<file path="src/rtl/apb_periph_router_pkg.sv">
// Shared types and constants for the APB peripheral router: FSM encoding,
// slot-index width and the default error read-data pattern.
package apb_periph_router_pkg;

  localparam int IDX_W = 4;
  localparam logic [31:0] ERR_DATA_DEF = 32'hBADC_AB1E;

  typedef enum logic [1:0] {
    IDLE   = 2'd0,
    SETUP  = 2'd1,
    ACCESS = 2'd2,
    DONE   = 2'd3
  } state_t;

endpackage

</file>
<file path="src/rtl/apb_periph_router_if.sv">
// Bus bundle for the router: upstream APB port from the bridge plus the
// fanned-out downstream APB port to the peripheral slots.
interface apb_periph_router_if #(
  parameter int NSLV = 10,
  parameter int DW   = 32,
  parameter int AW   = 32
);
  logic              psel_i;
  logic              penable_i;
  logic [AW-1:0]     paddr_i;
  logic              pwrite_i;
  logic [DW-1:0]     pwdata_i;
  logic [DW-1:0]     prdata_o;
  logic              pready_o;
  logic              pslverr_o;
  logic [NSLV-1:0]   psel_o;
  logic              penable_o;
  logic [AW-1:0]     paddr_o;
  logic              pwrite_o;
  logic [DW-1:0]     pwdata_o;
  logic [NSLV*DW-1:0] prdata_i;
  logic [NSLV-1:0]   pready_i;
  logic [NSLV-1:0]   pslverr_i;
  logic              timeout_o;

  modport slave (
    input  psel_i, penable_i, paddr_i, pwrite_i, pwdata_i,
    input  prdata_i, pready_i, pslverr_i,
    output prdata_o, pready_o, pslverr_o,
    output psel_o, penable_o, paddr_o, pwrite_o, pwdata_o, timeout_o
  );

  modport master (
    output psel_i, penable_i, paddr_i, pwrite_i, pwdata_i,
    output prdata_i, pready_i, pslverr_i,
    input  prdata_o, pready_o, pslverr_o,
    input  psel_o, penable_o, paddr_o, pwrite_o, pwdata_o, timeout_o
  );
endinterface

</file>
<file path="src/rtl/apb_slot_decode.sv">
// Combinational slot decoder: splits PADDR into a 4-bit slot index and
// flags a hit when the address falls in the window and the slot exists.
module apb_slot_decode
  import apb_periph_router_pkg::*;
#(
  parameter int            AW        = 32,
  parameter logic [AW-1:0] BASE_ADDR = 32'h1A10_0000,
  parameter int            SLOT_BITS = 12,
  parameter int            NSLV      = 10
) (
  input  logic [AW-1:0]    paddr,
  output logic [IDX_W-1:0] idx,
  output logic             hit
);

  logic unused_low;

  assign idx = paddr[SLOT_BITS+IDX_W-1:SLOT_BITS];
  assign hit = (paddr[AW-1:SLOT_BITS+IDX_W] == BASE_ADDR[AW-1:SLOT_BITS+IDX_W])
            && (int'(idx) < NSLV);

  // Byte offset within a slot plays no part in routing.
  assign unused_low = ^paddr[SLOT_BITS-1:0];

endmodule

</file>
<file path="src/rtl/apb_periph_router.sv">
// APB 1-to-NSLV router: registers the upstream transfer, replays it to the
// decoded slot and answers upstream, erroring out unmapped or stuck accesses.
module apb_periph_router
  import apb_periph_router_pkg::*;
#(
  parameter int            NSLV      = 10,
  parameter int            DW        = 32,
  parameter int            AW        = 32,
  parameter logic [AW-1:0] BASE_ADDR = 32'h1A10_0000,
  parameter int            SLOT_BITS = 12,
  parameter int            TIMEOUT   = 256,
  parameter logic [DW-1:0] ERR_DATA  = DW'(ERR_DATA_DEF)
) (
  input  logic              clk_i,
  input  logic              rst_i,
  apb_periph_router_if.slave bus
);

  localparam int               CNT_W    = (TIMEOUT > 1) ? $clog2(TIMEOUT) : 1;
  localparam logic [CNT_W-1:0] CNT_LAST = CNT_W'(TIMEOUT - 1);
  localparam bit               TO_EN    = (TIMEOUT != 0);

  state_t           state, state_n;
  logic [IDX_W-1:0] idx_dec;
  logic             hit_dec;
  logic [AW-1:0]    addr_p0;
  logic [DW-1:0]    wdata_p0;
  logic             write_p0;
  logic [IDX_W-1:0] idx_p0;
  logic [CNT_W-1:0] cnt;
  logic [DW-1:0]    rdata_p1;
  logic             err_p1;
  logic [DW-1:0]    slot_rdata;
  logic             slot_ready;
  logic             slot_err;
  logic [NSLV-1:0]  sel_vec;
  logic             cap;
  logic             acc_ok;
  logic             acc_to;

  apb_slot_decode #(
    .AW        (AW),
    .BASE_ADDR (BASE_ADDR),
    .SLOT_BITS (SLOT_BITS),
    .NSLV      (NSLV)
  ) u_decode (
    .paddr (bus.paddr_i),
    .idx   (idx_dec),
    .hit   (hit_dec)
  );

  // Only the captured slot is looked at; every other slave is ignored.
  always_comb begin
    slot_rdata = '0;
    slot_ready = 1'b0;
    slot_err   = 1'b0;
    sel_vec    = '0;
    for (int n = 0; n < NSLV; n++) begin
      if (idx_p0 == IDX_W'(n)) begin
        slot_rdata = bus.prdata_i[n*DW +: DW];
        slot_ready = bus.pready_i[n];
        slot_err   = bus.pslverr_i[n];
        sel_vec[n] = 1'b1;
      end
    end
  end

  always_comb begin
    state_n       = state;
    cap           = 1'b0;
    acc_ok        = 1'b0;
    acc_to        = 1'b0;
    bus.psel_o    = '0;
    bus.penable_o = 1'b0;
    bus.pready_o  = 1'b0;
    bus.pslverr_o = 1'b0;
    bus.prdata_o  = '0;
    bus.timeout_o = 1'b0;
    unique case (state)
      IDLE: begin
        if (bus.psel_i && !bus.penable_i) begin
          cap     = 1'b1;
          state_n = hit_dec ? SETUP : DONE;
        end
      end
      SETUP: begin
        bus.psel_o = sel_vec;
        state_n    = ACCESS;
      end
      ACCESS: begin
        bus.psel_o    = sel_vec;
        bus.penable_o = 1'b1;
        // A ready slave on the last allowed cycle still wins over the timeout.
        if (slot_ready) begin
          acc_ok  = 1'b1;
          state_n = DONE;
        end else if (TO_EN && (cnt == CNT_LAST)) begin
          acc_to        = 1'b1;
          bus.timeout_o = 1'b1;
          state_n       = DONE;
        end
      end
      DONE: begin
        bus.pready_o  = 1'b1;
        bus.pslverr_o = err_p1;
        bus.prdata_o  = rdata_p1;
        state_n       = IDLE;
      end
      default: state_n = IDLE;
    endcase
  end

  // Stage p0: request capture, FSM state and ACCESS cycle counter
  always_ff @(posedge clk_i) begin
    if (rst_i) begin
      state    <= IDLE;
      cnt      <= '0;
      addr_p0  <= '0;
      wdata_p0 <= '0;
      write_p0 <= 1'b0;
      idx_p0   <= '0;
    end else begin
      state <= state_n;
      cnt   <= (state == ACCESS) ? cnt + CNT_W'(1) : '0;
      if (cap) begin
        addr_p0  <= bus.paddr_i;
        wdata_p0 <= bus.pwdata_i;
        write_p0 <= bus.pwrite_i;
        idx_p0   <= idx_dec;
      end
    end
  end

  // Stage p1: response capture, only ever observed in DONE
  always_ff @(posedge clk_i) begin
    if (cap && !hit_dec) begin
      rdata_p1 <= ERR_DATA;
      err_p1   <= 1'b1;
    end else if (acc_ok) begin
      rdata_p1 <= write_p0 ? '0 : slot_rdata;
      err_p1   <= slot_err;
    end else if (acc_to) begin
      rdata_p1 <= ERR_DATA;
      err_p1   <= 1'b1;
    end
  end

  assign bus.paddr_o  = addr_p0;
  assign bus.pwdata_o = wdata_p0;
  assign bus.pwrite_o = write_p0;

endmodule

</file>
<file path="src/flat_wrapper.sv">
// flat-port wrapper written by rule: the top's interface ports become plain ports
module apb_periph_router_flat import apb_periph_router_pkg::*;
#(
  parameter int            NSLV      = 10,
  parameter int            DW        = 32,
  parameter int            AW        = 32,
  parameter logic [AW-1:0] BASE_ADDR = 32'h1A10_0000,
  parameter int            SLOT_BITS = 12,
  parameter int            TIMEOUT   = 256,
  parameter logic [DW-1:0] ERR_DATA  = DW'(ERR_DATA_DEF)
)
  (clk_i, rst_i, bus_psel_i, bus_penable_i, bus_paddr_i, bus_pwrite_i, bus_pwdata_i, bus_prdata_i, bus_pready_i, bus_pslverr_i, bus_prdata_o, bus_pready_o, bus_pslverr_o, bus_psel_o, bus_penable_o, bus_paddr_o, bus_pwrite_o, bus_pwdata_o, bus_timeout_o);
  apb_periph_router_if #(.NSLV(NSLV), .DW(DW), .AW(AW)) bus_i ();
  input  logic clk_i;
  input  logic rst_i;
  input wire logic [$bits(bus_i.psel_i)-1:0] bus_psel_i;
  input wire logic [$bits(bus_i.penable_i)-1:0] bus_penable_i;
  input wire logic [$bits(bus_i.paddr_i)-1:0] bus_paddr_i;
  input wire logic [$bits(bus_i.pwrite_i)-1:0] bus_pwrite_i;
  input wire logic [$bits(bus_i.pwdata_i)-1:0] bus_pwdata_i;
  input wire logic [$bits(bus_i.prdata_i)-1:0] bus_prdata_i;
  input wire logic [$bits(bus_i.pready_i)-1:0] bus_pready_i;
  input wire logic [$bits(bus_i.pslverr_i)-1:0] bus_pslverr_i;
  output wire logic [$bits(bus_i.prdata_o)-1:0] bus_prdata_o;
  output wire logic [$bits(bus_i.pready_o)-1:0] bus_pready_o;
  output wire logic [$bits(bus_i.pslverr_o)-1:0] bus_pslverr_o;
  output wire logic [$bits(bus_i.psel_o)-1:0] bus_psel_o;
  output wire logic [$bits(bus_i.penable_o)-1:0] bus_penable_o;
  output wire logic [$bits(bus_i.paddr_o)-1:0] bus_paddr_o;
  output wire logic [$bits(bus_i.pwrite_o)-1:0] bus_pwrite_o;
  output wire logic [$bits(bus_i.pwdata_o)-1:0] bus_pwdata_o;
  output wire logic [$bits(bus_i.timeout_o)-1:0] bus_timeout_o;
  assign bus_i.psel_i = bus_psel_i;
  assign bus_i.penable_i = bus_penable_i;
  assign bus_i.paddr_i = bus_paddr_i;
  assign bus_i.pwrite_i = bus_pwrite_i;
  assign bus_i.pwdata_i = bus_pwdata_i;
  assign bus_i.prdata_i = bus_prdata_i;
  assign bus_i.pready_i = bus_pready_i;
  assign bus_i.pslverr_i = bus_pslverr_i;
  assign bus_prdata_o = bus_i.prdata_o;
  assign bus_pready_o = bus_i.pready_o;
  assign bus_pslverr_o = bus_i.pslverr_o;
  assign bus_psel_o = bus_i.psel_o;
  assign bus_penable_o = bus_i.penable_o;
  assign bus_paddr_o = bus_i.paddr_o;
  assign bus_pwrite_o = bus_i.pwrite_o;
  assign bus_pwdata_o = bus_i.pwdata_o;
  assign bus_timeout_o = bus_i.timeout_o;
  apb_periph_router #(.NSLV(NSLV), .DW(DW), .AW(AW), .BASE_ADDR(BASE_ADDR), .SLOT_BITS(SLOT_BITS), .TIMEOUT(TIMEOUT), .ERR_DATA(ERR_DATA)) u_core (.clk_i(clk_i), .rst_i(rst_i), .bus(bus_i));
endmodule
</file>
<file path="config.mk">
export PLATFORM = sky130hd
export DESIGN_NAME = apb_periph_router_flat
export DESIGN_NICKNAME = d
export VERILOG_FILES = /design/src/rtl/apb_periph_router_pkg.sv /design/src/rtl/apb_periph_router_if.sv /design/src/rtl/apb_slot_decode.sv /design/src/rtl/apb_periph_router.sv /design/src/flat_wrapper.sv
export SDC_FILE = /design/constraint.sdc
export NUM_CORES = 1
export LEC_CHECK = 0
export ABC_CLOCK_PERIOD_IN_PS = 2200
export BUFFER_PORTS_ARGS = -buffer_cell sky130_fd_sc_hd__buf_4
export CORE_AREA = 5 5 197 199
export CTS_CLUSTER_SIZE = 16
export DETAILED_ROUTE_END_ITERATION = 16
export DIE_AREA = 0 0 202 204
export GPL_TIMING_DRIVEN = 1
export MAX_ROUTING_LAYER = met4
export PLACE_DENSITY = 0.44
export SYNTH_ARGS = -nofsm -noshare
export SYNTH_HDL_FRONTEND = slang
export SYNTH_SLANG_ARGS = --single-unit
</file>
<file path="constraint.sdc">
create_clock -name clk_i -period 2.2 [get_ports clk_i]
set_input_delay 0 -clock clk_i [delete_from_list [all_inputs] [get_ports clk_i]]
set_output_delay 0 -clock clk_i [all_outputs]
set_load 0.005 [all_outputs]
</file>
Word level (Yosys, flattened, before mapping)
Index checks and enable logic that the tools add are counted.
- output and inout bits: 111
- register bits: 112
- equal/unequal tests: 16
- muxes and demuxes: 62
- bitwise gates (word level): 1
- $add $sub $neg: 1
- magnitude comparators: 1
- reductions and logical operators: 11
- operator list (operator ; count):
    two-way mux 32 bit ; 14
    two-way mux 1 bit ; 42
    == test 16 x 13 -> 1 bit, second input constant ; 1
    == test 4 x 3 -> 1 bit, second input constant ; 4
    two-way mux 10 bit ; 1
    adder 8 x 1 -> 8 bit, second input constant ; 1
    == test 4 x 2 -> 1 bit, second input constant ; 2
    == test 4 bit, second input constant ; 2
    == test 8 bit, second input constant ; 1
    two-way mux 2 bit ; 4
    case mux 2 bit (4 select lines) ; 1
    == test 2 bit, second input constant ; 2
    == test 4 x 1 -> 1 bit, second input constant ; 1
    zero test 4 bit ; 1
    < comparator 4 bit, second input constant ; 1
    OR reduction 2 bit ; 2
    logical AND 1 bit ; 3
    inequality test 3 x 1 -> 1 bit, second input constant ; 1
    == test 2 x 1 -> 1 bit, second input constant ; 1
    zero test 1 bit ; 2
    zero test 2 bit ; 1
    inequality test 2 x 1 -> 1 bit, second input constant ; 1
    AND reduction 2 bit ; 1
    nonzero test 2 bit ; 1
    NOT 1 bit ; 1

Depth between registers and ports, before layout
- depth in word-level cells: 15
- gate-level depth with buffers: 9
- depth with buffers taken out: 7

Modules after synthesis
A second synthesis with hierarchy kept.
- cells, all modules: 946
- area total of the unflattened synthesis: 7249.5 um^2
- by module, submodules not included (module ; sequential area each (um^2) ; cells an instance ; instances ; area an instance (um^2)):
    apb_periph_router ; 2242.2 ; 935 ; 1 ; 7149.4
    apb_slot_decode ; 0.0 ; 11 ; 1 ; 100.1

Worst setup path after synthesis
Ideal clock, no wire load.
- path kind: reg2reg
- start point: register u_core.idx_p0[0]
- end point: register u_core.rdata_p1[1]
- cell stages (with the launch flop): 8
- setup time: 120 ps
- clock period less this slack: 2196 ps
- arrival time: 2077 ps
- path buffers: 3
- slack: 4 ps
- required time: 2080 ps
- cells stage by stage: dfxtp_1 > buf_4 > buf_6 > buf_2 > mux4_2 > a222oi_1 > a21oi_1 > a211o_1
- longest elaborated chain between the ends: 14
- ends and longest elaborated chain (what ; RTL line ; text):
    start: declaration ; apb_periph_router.sv:29 ; logic [IDX_W-1:0] idx_p0;
    start signal: assignment ; apb_periph_router.sv:129 ; idx_p0 <= idx_dec;
    zero test 4 bit ; apb_periph_router.sv:59 ; if (idx_p0 == IDX_W'(n)) begin
    two-way mux 1 bit (10 in series) ; apb_periph_router.sv:59 ;
    two-way mux 1 bit ; apb_periph_router.sv:94 ; if (slot_ready) begin
    two-way mux 1 bit ; apb_periph_router.sv:79 ; unique case (state)
    two-way mux 32 bit / nonzero test 2 bit (equally long branches) ; -- ;
    end signal: assignment ; apb_periph_router.sv:140 ; rdata_p1 <= write_p0 ? '0 : slot_rdata;
    end: declaration ; apb_periph_router.sv:31 ; logic [DW-1:0] rdata_p1;
Several ways; a longest one is shown, not always the timed one.
A chain may end at the register's enable or synchronous reset.

Final worst setup path
- start point: register u_core.idx_p0[0]
- end point: register u_core.rdata_p1[0]
Same word-level chain as after synthesis.

==> results by group <==
Placed design
  • Hpwl dp: 33.1 mm
  • Final RePlAce weighted congestion: 0.881
  • Placed cell area: 0.0117 sq mm
  • # port buffers: 519

Floorplanning
  • DIE HEIGHT: 204 um
  • Row count: 71
  • Io pins: 520
  • Core region area: 0.0370 sq mm
  • Starting Density: 18.9%
  • Die width: 202 um
  • Die ar.: 0.0412 sq mm

Detailed routing
  • DR DRC count: 0
  • Via count: 8954
  • Drt first-iter violations: 522
  • Post-route antenna net violation count: 0
  • Via density: 4.60
  • Wire per inst: 21.5 um
  • WL final: 41.8 mm
  • TritonRoute pass-1 iters: 6

Setup path
  • Critical Path Start Type: flop
  • Reg-to-reg slack, setup: 10 ps
  • Worst r2r src: u_core.idx_p0[0]$_SDFFE_PP0P_
  • Reg2Reg Depth: 9
  • Cells traversed along the worst timing path: buf_6 > nand2b_4 > and3_4 > or3_4 > o211ai_1 > buf_4 > a21oi_4 > clkbuf_16 > a22o_1
  • CP Data Arrival Time: 2460 ps
  • CP max-delay cell: dfxtp_4
  • Reg-to-reg endpoint: u_core.rdata_p1[0]$_SDFFE_PP0P_
  • Worst setup EP type: flop
  • Crit-path max cell delay: 370 ps
  • Worst-path maximum fanout: 6
  • CP Class: reg2reg
  • Required time worst endpoint: 2470 ps

Timing
  • Hold Vio Cnt, Final: 0
  • Final Slew Violations: 0
  • Max-slew headroom: 64.2%
  • Final setup vio count: 0
  • RSZ-0062 raised after global routing: true
  • Worst Tran Pin Value: 537 ps
  • Worst Skew: 11.8 ps
  • Post-route clock period utilization: 99.5%
  • Min Tclk post-route: 2190 ps
  • Max Freq: 457 MHz

Yosys
  • Syn nets: 1291
  • Post-synth top area cell: dfxtp_1
  • Post-synth top area share: 31.0%
  • Unique masters post-synth: 50
  • Synth top area cells: dfxtp_1, nand2_1, mux4_2
  • Register bit total from synthesis: 108
  • Synthesized area: 0.00698 sq mm
  • Dominant register cell in the synthesized netlist: dfxtp_1
  • Cells after Synth: 878
  • Yosys warns: 0
  • Register area share after synthesis: 31.0%
  • Async S/R FF share, synth: 0%
  • Post-synthesis average cell area: 7.95 sq um
  • Post-synth EDFFs: 0

GRT
  • First-pass GRT wire length: 59.7 mm
  • Largest net degree at the start of global routing: 66
  • Vias in the first global route: 9429
  • Initial antenna violation count: 1
  • GRT overflow: 0
  • Gr usage total: 19.5%

Final layout
  • Multi-input gate area: 0.00455 sq mm
  • Fillcell total: 3965
  • Layout area overhead: 85.5%
  • Post-route cell area: 0.0130 sq mm
  • Most frequent cells in the layout: buf_4, nand2_1, dfxtp_1, a21oi_1, dlygate4sd3_1
  • Final net count: 1878
  • Commonest non-fill, non-tap cell in the layout: buf_4
  • Sequential Area: 0.00217 sq mm
  • Layout cell share with drive strength beyond 1: 45.4%

Clock tree
  • Root buffer cell: clkbuf_16
  • Worst skew pair latency: 370 ps
  • Clock tree buffer depth: 2
  • # H-tree levels: 3
  • Clock sinks: 108
  • Num CTS Buffers: 9
  • Clock-pin slew on the worst setup and hold paths: 90 ps
  • CTS tree: done

Worst hold path
  • WHS Path Cells: 4
  • Hold endpoint: u_core.rdata_p1[20]$_SDFFE_PP1P_
  • Hold path start: bus_prdata_i[244]
  • Hold Crit Class: in2reg

Status
  • Status: finished clean

Power
  • Leakage: 0.00553 uW
  • Power Density: 631 mW/mm^2
  • Pwr Total: 8170 uW
  • Peak supply drop: 0.368 mV

Flow run
  • Max_cap viols: 0
state kept, by name, indices dropped and copies added, names as in the netlist:
signal / count
u_core.bus.pwdata_o: 32
u_core.rdata_p1: 32
u_core.bus.paddr_o: 29
u_core.cnt: 8
u_core.idx_p0: 3
u_core.state: 2
u_core.bus.pwrite_o: 1
u_core.err_p1: 1
area by class of cell:
cell class	instances	area share (%)
Timing Repair Buffer	654	40.9
Multi-Input combinational cell	683	35.1
Sequential cell	108	16.8
Tap cell	474	4.58
Clock buffer	9	1.74
Clock inverter	7	0.666
Inverter	9	0.261
Antenna cell	1	0.0193
cell families after synthesis:
family	count (synthesis)	synth area share, %
AOI/OAI and AO/OA	245	22.8
xor gates and xnor gates	6	0.752
adders and majority gates	4	0.717
buffers and inverters	87	5.55
DFF	108	31.0
muxes	94	18.3
and+or+nand+nor	334	20.9
synthesized netlist by cell type (7+ instances only):
cell and instances:
and2_1 34, a222oi_1 15, buf_2 22, a22o_1 12, nand2_1 207, a21oi_1 88
inv_1 9, dfxtp_1 108, mux2_2 20, nand2b_1 12, o211ai_1 12, a211o_1 21
nor2_1 45, o22ai_1 8, mux4_2 25, clkbuf_1 41, a211oi_1 12, o221ai_1 11
a31oi_1 7, o21ai_0 48, buf_1 8, mux2i_1 49
power breakdown:
group / switching (uW) / internal [uW]
Combinational: 1850 / 2030
Sequential: 195 / 2340
Clock: 933 / 828
Total: 2980 / 5190
stage by stage:
step                      utilization (%)  worst slack, ps  std cells  TNS [ps]  hold slack (ps)
after floorplan                         -             3.56        878         0              136
after global placement               31.6             -173       1849     -2750              247
after detailed placement             31.6             -197       1849     -3460              254
after CTS                            34.7             3.55       1941         0             19.5
after global routing                 35.0            -72.1       1945     -1470             62.2
final                                35.0             9.98       1945         0             35.5
worst max-delay path by stage:
stage	from	end	slack [ps]
6_report	u_core.idx_p0[0]$_SDFFE_PP0P_	u_core.rdata_p1[0]$_SDFFE_PP0P_	10
3_3_place_gp	u_core.idx_p0[0]$_SDFFE_PP0P_	u_core.rdata_p1[21]$_SDFFE_PP0P_	-170
2_1_floorplan	u_core.idx_p0[0]$_SDFFE_PP0P_	u_core.rdata_p1[1]$_SDFFE_PP1P_	4
4_1_cts	u_core.idx_p0[1]$_SDFFE_PP0P_	u_core.rdata_p1[17]$_SDFFE_PP0P_	4
3_5_place_dp	u_core.idx_p0[1]$_SDFFE_PP0P_	u_core.rdata_p1[17]$_SDFFE_PP0P_	-200
5_1_grt	u_core.idx_p0[0]$_SDFFE_PP0P_	u_core.rdata_p1[16]$_SDFFE_PP0P_	-70
critical path: cells and delay by family, from the launching register on:
family,cells,cell delay (ps)
and+or+nand+nor,3,670
DFF,1,370
AOI/OAI and AO/OA,3,550
buffers and inverters,3,510
per-layer routing:
layer	vias to the layer above	part of all wire (%)	wire length (um)	global-route usage, %
li1	4335	-	-	-
met1	4245	42	17600	23.5
met2	348	50	20900	33.9
met3	26	6.5	2720	4.11
met4	0	1.4	568	4.17
met5	-	0	0	-
what timing repair did:
item | in CTS | in global routing
hold endpoints to repair | 76 | 0
gates resized for setup | 17 | 13
setup buffers | 0 | 1
pin swaps | 3 | 17
hold buffers | 76 | 0
gates cloned | 0 | 2
endpoints found under the setup margin | 35 | 35
(Power assumes the default switching activity.)
